File: src/rtl/uart_pkg.sv
// Shared definitions for the memory-mapped UART transmitter: FSM encoding,
// control/status bit positions and default register addresses.
package uart_pkg;

    typedef enum logic [1:0] {
        ST_IDLE  = 2'd0,
        ST_START = 2'd1,
        ST_DATA  = 2'd2,
        ST_STOP  = 2'd3
    } tx_state_t;

    localparam int CON_IRQ_EN = 0;
    localparam int CON_DONE   = 2;
    localparam int CON_OVF    = 3;
    localparam int CON_BUSY   = 4;
    localparam int CON_FULL   = 5;

    localparam logic [31:0] TXD_ADDR_DEFAULT = 32'h4000_0018;
    localparam logic [31:0] CON_OFFSET       = 32'h0000_0008;

    function automatic logic [31:0] con_word(input logic full, input logic busy,
                                             input logic ovf, input logic done,
                                             input logic irq_en);
        logic [31:0] w;
        w             = '0;
        w[CON_FULL]   = full;
        w[CON_BUSY]   = busy;
        w[CON_OVF]    = ovf;
        w[CON_DONE]   = done;
        w[CON_IRQ_EN] = irq_en;
        return w;
    endfunction

endpackage

File: src/rtl/uart_tx_periph_if.sv
// CPU load/store port as seen by the UART transmitter; the CPU side is the
// master, the peripheral answers reads combinationally on rdata.
interface uart_tx_periph_if;
    logic        rd;
    logic        wr;
    logic [31:0] addr;
    logic [31:0] wdata;
    logic [31:0] rdata;

    modport master (output rd, output wr, output addr, output wdata, input rdata);
    modport slave  (input rd, input wr, input addr, input wdata, output rdata);
endinterface

File: src/rtl/tx_fifo.sv
// Byte FIFO feeding the serialiser. Head is read combinationally so the FSM can
// load a byte on the same edge it pops it.
module tx_fifo #(
    parameter int DEPTH = 4
) (
    input  logic       sysclk,
    input  logic       reset,
    input  logic       push,
    input  logic [7:0] push_data,
    input  logic       pop,
    output logic [7:0] head,
    output logic       full,
    output logic       empty
);
    localparam int AW = $clog2(DEPTH);
    localparam logic [AW:0] PTR_ONE = 1;

    logic [7:0]  mem [DEPTH];
    logic [AW:0] wr_ptr_reg;
    logic [AW:0] rd_ptr_reg;

    assign empty = (wr_ptr_reg == rd_ptr_reg);
    // Extra MSB distinguishes full from empty when the index bits coincide.
    assign full  = (wr_ptr_reg[AW] != rd_ptr_reg[AW]) &&
                   (wr_ptr_reg[AW-1:0] == rd_ptr_reg[AW-1:0]);
    assign head  = mem[rd_ptr_reg[AW-1:0]];

    always_ff @(posedge sysclk or negedge reset) begin
        if (!reset) begin
            wr_ptr_reg <= '0;
            rd_ptr_reg <= '0;
        end else begin
            if (push) wr_ptr_reg <= wr_ptr_reg + PTR_ONE;
            if (pop)  rd_ptr_reg <= rd_ptr_reg + PTR_ONE;
        end
    end

    always_ff @(posedge sysclk) begin
        if (push) mem[wr_ptr_reg[AW-1:0]] <= push_data;
    end

endmodule

File: src/rtl/uart_tx_periph.sv
// Memory-mapped 8N1 UART transmitter: TXD/CON register decode, byte FIFO,
// baud-timed serialiser FSM and a level interrupt on frame completion.
module uart_tx_periph
    import uart_pkg::*;
#(
    parameter int          CLK_FREQ   = 100_000_000,
    parameter int          BAUD       = 9600,
    parameter int          FIFO_DEPTH = 4,
    parameter logic [31:0] BASE_ADDR  = TXD_ADDR_DEFAULT
) (
    input  logic             sysclk,
    input  logic             reset,
    uart_tx_periph_if.slave  bus,
    output logic             UART_TX,
    output logic             tx_irq
);
    localparam int DIV = CLK_FREQ / BAUD;
    localparam int CW  = (DIV > 1) ? $clog2(DIV) : 1;
    localparam logic [CW-1:0] CNT_LAST = CW'(DIV - 1);
    localparam logic [CW-1:0] CNT_ONE  = 1;
    localparam logic [31:0]   CON_ADDR = BASE_ADDR + CON_OFFSET;

    tx_state_t   state_reg, state_next;
    logic [CW-1:0] cnt_reg, cnt_next;
    logic [2:0]  idx_reg, idx_next;
    logic [7:0]  shift_reg, shift_next;
    logic        tx_reg, tx_next;
    logic        done_reg, ovf_reg, irq_en_reg;

    logic        pop, done_set, bit_end;
    logic        fifo_full, fifo_empty, fifo_push;
    logic [7:0]  fifo_head;
    logic        txd_wr, con_wr, push_drop, busy;
    logic        unused_wdata;

    assign txd_wr    = bus.wr && (bus.addr == BASE_ADDR);
    assign con_wr    = bus.wr && (bus.addr == CON_ADDR);
    // A full FIFO still takes the byte when the serialiser frees a slot on this edge.
    assign fifo_push = txd_wr && (!fifo_full || pop);
    assign push_drop = txd_wr && fifo_full && !pop;
    assign busy      = (state_reg != ST_IDLE) || !fifo_empty;
    assign bit_end   = (cnt_reg == CNT_LAST);
    assign unused_wdata = ^{bus.wdata[31:8], bus.wdata[7:4], bus.wdata[1]};

    tx_fifo #(.DEPTH(FIFO_DEPTH)) u_fifo (
        .sysclk    (sysclk),
        .reset     (reset),
        .push      (fifo_push),
        .push_data (bus.wdata[7:0]),
        .pop       (pop),
        .head      (fifo_head),
        .full      (fifo_full),
        .empty     (fifo_empty)
    );

    always_comb begin
        bus.rdata = '0;
        if (bus.rd && (bus.addr == CON_ADDR))
            bus.rdata = con_word(fifo_full, busy, ovf_reg, done_reg, irq_en_reg);
    end

    always_comb begin
        state_next = state_reg;
        cnt_next   = cnt_reg;
        idx_next   = idx_reg;
        shift_next = shift_reg;
        tx_next    = tx_reg;
        pop        = 1'b0;
        done_set   = 1'b0;
        unique case (state_reg)
            ST_IDLE: begin
                tx_next = 1'b1;
                if (!fifo_empty) begin
                    pop        = 1'b1;
                    shift_next = fifo_head;
                    cnt_next   = '0;
                    tx_next    = 1'b0;
                    state_next = ST_START;
                end
            end
            ST_START: begin
                cnt_next = cnt_reg + CNT_ONE;
                if (bit_end) begin
                    cnt_next   = '0;
                    idx_next   = '0;
                    tx_next    = shift_reg[0];
                    state_next = ST_DATA;
                end
            end
            ST_DATA: begin
                cnt_next = cnt_reg + CNT_ONE;
                if (bit_end) begin
                    cnt_next   = '0;
                    shift_next = shift_reg >> 1;
                    if (idx_reg == 3'd7) begin
                        tx_next    = 1'b1;
                        state_next = ST_STOP;
                    end else begin
                        idx_next = idx_reg + 3'd1;
                        tx_next  = shift_reg[1];
                    end
                end
            end
            ST_STOP: begin
                cnt_next = cnt_reg + CNT_ONE;
                if (bit_end) begin
                    cnt_next = '0;
                    done_set = 1'b1;
                    // Chain straight into the next start bit so frames stay contiguous.
                    if (!fifo_empty) begin
                        pop        = 1'b1;
                        shift_next = fifo_head;
                        tx_next    = 1'b0;
                        state_next = ST_START;
                    end else begin
                        tx_next    = 1'b1;
                        state_next = ST_IDLE;
                    end
                end
            end
            default: state_next = ST_IDLE;
        endcase
    end

    always_ff @(posedge sysclk or negedge reset) begin
        if (!reset) begin
            state_reg <= ST_IDLE;
            cnt_reg   <= '0;
            idx_reg   <= '0;
            shift_reg <= '0;
            tx_reg    <= 1'b1;
        end else begin
            state_reg <= state_next;
            cnt_reg   <= cnt_next;
            idx_reg   <= idx_next;
            shift_reg <= shift_next;
            tx_reg    <= tx_next;
        end
    end

    // Status set events take priority over software clears on the same edge.
    always_ff @(posedge sysclk or negedge reset) begin
        if (!reset) begin
            done_reg   <= 1'b0;
            ovf_reg    <= 1'b0;
            irq_en_reg <= 1'b0;
        end else begin
            if (con_wr) irq_en_reg <= bus.wdata[CON_IRQ_EN];
            if (done_set)
                done_reg <= 1'b1;
            else if (con_wr && bus.wdata[CON_DONE])
                done_reg <= 1'b0;
            if (push_drop)
                ovf_reg <= 1'b1;
            else if (con_wr && bus.wdata[CON_OVF])
                ovf_reg <= 1'b0;
        end
    end

    assign UART_TX = tx_reg;
    assign tx_irq  = done_reg && irq_en_reg;

endmodule

File: src/flat_wrapper.sv
// flat-port wrapper written by rule: the top's interface ports become plain ports
module uart_tx_periph_flat import uart_pkg::*;
#(
    parameter int          CLK_FREQ   = 100_000_000,
    parameter int          BAUD       = 9600,
    parameter int          FIFO_DEPTH = 4,
    parameter logic [31:0] BASE_ADDR  = TXD_ADDR_DEFAULT
)
  (sysclk, reset, UART_TX, tx_irq, bus_rd, bus_wr, bus_addr, bus_wdata, bus_rdata);
  uart_tx_periph_if bus_i ();
  input  logic sysclk;
  input  logic reset;
  output logic UART_TX;
  output logic tx_irq;
  input wire logic [$bits(bus_i.rd)-1:0] bus_rd;
  input wire logic [$bits(bus_i.wr)-1:0] bus_wr;
  input wire logic [$bits(bus_i.addr)-1:0] bus_addr;
  input wire logic [$bits(bus_i.wdata)-1:0] bus_wdata;
  output wire logic [$bits(bus_i.rdata)-1:0] bus_rdata;
  assign bus_i.rd = bus_rd;
  assign bus_i.wr = bus_wr;
  assign bus_i.addr = bus_addr;
  assign bus_i.wdata = bus_wdata;
  assign bus_rdata = bus_i.rdata;
  uart_tx_periph #(.CLK_FREQ(CLK_FREQ), .BAUD(BAUD), .FIFO_DEPTH(FIFO_DEPTH), .BASE_ADDR(BASE_ADDR)) u_core (.sysclk(sysclk), .reset(reset), .bus(bus_i), .UART_TX(UART_TX), .tx_irq(tx_irq));
endmodule
File: config.mk
export PLATFORM = sky130hd
export DESIGN_NAME = uart_tx_periph_flat
export DESIGN_NICKNAME = d
export VERILOG_FILES = /design/src/rtl/uart_pkg.sv /design/src/rtl/uart_tx_periph_if.sv /design/src/rtl/tx_fifo.sv /design/src/rtl/uart_tx_periph.sv /design/src/flat_wrapper.sv
export SDC_FILE = /design/constraint.sdc
export NUM_CORES = 1
export LEC_CHECK = 0
export ABC_AREA = 1
export BUFFER_PORTS_ARGS = -buffer_cell sky130_fd_sc_hd__buf_2
export CORE_MARGIN = 1
export CORE_UTILIZATION = 45
export CTS_BUF_LIST = sky130_fd_sc_hd__clkbuf_8
export CTS_CLUSTER_DIAMETER = 120
export CTS_CLUSTER_SIZE = 8
export DETAILED_ROUTE_END_ITERATION = 6
export PLACE_DENSITY = 0.78
export SYNTH_ARGS = -nofsm -noshare
export SYNTH_HDL_FRONTEND = slang
export SYNTH_SLANG_ARGS = --single-unit
File: constraint.sdc
create_clock -name sysclk -period 3.6 [get_ports sysclk]
set_input_delay 0.18 -clock sysclk [delete_from_list [all_inputs] [get_ports sysclk]]
set_output_delay 0.18 -clock sysclk [all_outputs]
set_load 0.02 [all_outputs]
==> results.txt <==
CTS tree: done
Count leader, synth: nand2_1
Vias in the first global route: 2872
Yosys warns: 0
Clk sink count: 69
Gpl congestion: 0.8468
Post-Synth XOR/XNOR Area: 1.822%
Area leader, netlist: edfxtp_1
FFs w/ async S/R, synth: 53.62%
Total gr overflow: 0
Synth Area in Compound Gates: 9.274%
Simple-gate share of the synthesized area: 23.07%
Clk slew on worst S/H paths: 90 ps
Wire length of the first global-routing pass: 12530 um
Post-Synthesis Cells: 440
Clock Skew: 12.23 ps
Ports: 102
Antenna violations before repair: 0
GR Util All Layers: 18.30%
Synth area leaders: edfxtp_1, dfrtp_1, nand2_1
Antenna Violating Nets Remaining: 0
Sequential element share of the synthesized area: 49.11%
Die H: 94.44 um
Pwr Total: 1609 uW
Max Freq: 0.3914 GHz
Vias: 3041
Max VDD drop: 296.3 uV
Seq cells post-synth: 69
Drt wl/cell: 12.61 um
Max_slew headroom: 44.30%
Clock Latency Late Sink: 370 ps
Syn Area/Cell: 8.738 sq um
DR iter-0 viols: 124
Mapped Area: 3845 sq um
Port Buffers: 50
Share of cells above drive strength 1: 17.40%
Max reg flops: 32
Vias/cell: 5.026
Crit path arrival time: 2380 ps
Crit path time final: 2555 ps
Nets: 576
Sw Ratio: 27.24%
Die area: 8918 sq um
Combinational Power Share: 7.1%
Crit. End Element: output pin
First-pass iteration count of the detailed router: 4
Adder-Cell Fraction of Synth Area: 4.230%
Clock power frac: 38.1%
Drt total wl: 7627 um
Largest family of logic cells by synthesized area: simple AND/OR/NAND/NOR gates
Slew Viols, Final: 0
HP Class: primary input to flip-flop
Starting Density: 46.56%
Multiplexer share of the synthesized area: 1.562%
HPWL after DPL: 5550 um
Crit path max fanout: 12
Worst path required time: 3420 ps
Setup CP Type: flip-flop to output pin
Final setup TNS: 0 ps
Share of total power in sequential cells: 54.8%
RSZ-0062 raised after global routing: no
Static Leak: 0.001918 uW
Status: completed
Diode count: 0
H-tree lvl count: 3
Startpoint Class: flip-flop
Area grow syn2layout: 11.29%
Pwr dens: 376.0 nW/um^2
Die width: 94.44 um
Setup Viol. Count Final: 0
Post-synthesis cell type count: 37
CORE AREA: 8258 sq um
Synth cell count leaders: nand2_1, nor2_1, inv_1
Final hold vios: 0
Row cnt: 33
Tightest Pin Transition: 835.5 ps
NetSw: 438.2 uW
Post-synth EDFFs: 32
Top_reg_cell synth: dfrtp_1
Drc violations: 0
CTS resizes: 0
CTS buffer count: 9
Max cap viols: 0
Int Pwr: 1171 uW
Crit share post-route: 70.97%
Clk root buf: clkbuf_8
Share of the synthesized area in the top cell type: 24.99%
Largest net degree at the start of global routing: 38
Clock Path Buffers: 2
[kinds of logic after synthesis]
logic type                 Yosys count
buffers and inverters               78
muxes                                6
adders and majority gates           13
DFF                                 69
xor gates and xnor gates             8
and+or+nand+nor                    202
other                                1
AOI/OAI and AO/OA                   63
[through the flow]
stage               hold slack (ps)  setup WS, ps  instance area, sq um  instances  utilization (%)
floorplan                    -115.6          1593                  3943        466                -
global placement              323.0          1104                  4080        588            49.41
detailed placement            329.6          1030                  4080        588            49.41
CTS                           17.85          1005                  4279        605            51.82
global route                  14.69         843.0                  4279        605            51.82
finish                        21.73          1045                  4279        605            51.82
[worst max-delay path, stage by stage, from the launching register on]
cell	delay [ps]
dfrtp_1	530
inv_1	270
nand2_1	80
nand2_1	80
nand2_1	90
inv_1	80
nand3_1	360
inv_2	270
nor2_1	70
buf_2	160
[power by group through the flow]
stage	combinational, uW	clock [uW]	sequential [uW]
floorplan	90.7	0	892
global placement	109	0	897
detailed placement	114	0	898
CTS	115	623	882
global route	130	651	888
finish	114	612	882
[worst paths after layout]
path	from	endpoint	slack (ps)	cells after the start
max in group asynchronous	reset	u_core.u_fifo.wr_ptr_reg[1]$_DFFE_PN0P_	2610	2
min	bus_wdata[4]	u_core.u_fifo.mem[2][4]$_DFFE_PP_	20	1
min in group asynchronous	reset	u_core.cnt_reg[6]$_DFFE_PN0N_	460	2
max	u_core.u_fifo.rd_ptr_reg[1]$_DFFE_PN0N_	bus_rdata[4]	1040	9
max reg2reg	u_core.u_fifo.rd_ptr_reg[1]$_DFFE_PN0N_	u_core.u_fifo.mem[2][2]$_DFFE_PP_	1060	10
min reg2reg	u_core.UART_TX$_DFFE_PN1P_	u_core.UART_TX$_DFFE_PN1P_	490	2
[final cells by class]
class                   count  area [sq um]
well taps                 105         131.4
inverters                  44         165.2
clock inverters             7         65.06
fillers                   743          3979
flip-flops and latches     69          1888
clock buffers               9         123.9
multi-input cells         319          1638
repair buffers             52         267.8
[timing repair]
item,CTS,global route
hold endpoints to repair,36,0
buffers inserted,0,0
hold buffers,1,0
[layer usage]
| metal | GRT usage [%] | up-vias | routed length, um |
|---|---|---|---|
| met5 | 0 | - | 0 |
| met4 | 8.718 | 0 | 161 |
| met3 | 4.428 | 16 | 325 |
| met2 | 32.19 | 84 | 3800 |
| met1 | 20.77 | 1430 | 3340 |
| li1 | - | 1511 | - |
[cell usage in the layout, fill, tap and decap left out, types with 11 or more instances in the layout]
| cell type | n |
|---|---|
| inv_1 | 41 |
| nor2_1 | 67 |
| dfrtp_1 | 36 |
| o21ai_0 | 30 |
| o22ai_1 | 11 |
| conb_1 | 27 |
| nand3_1 | 31 |
| ha_1 | 13 |
| nand2_1 | 81 |
| buf_2 | 50 |
| edfxtp_1 | 32 |
Power figures use the tool's default switching activity.
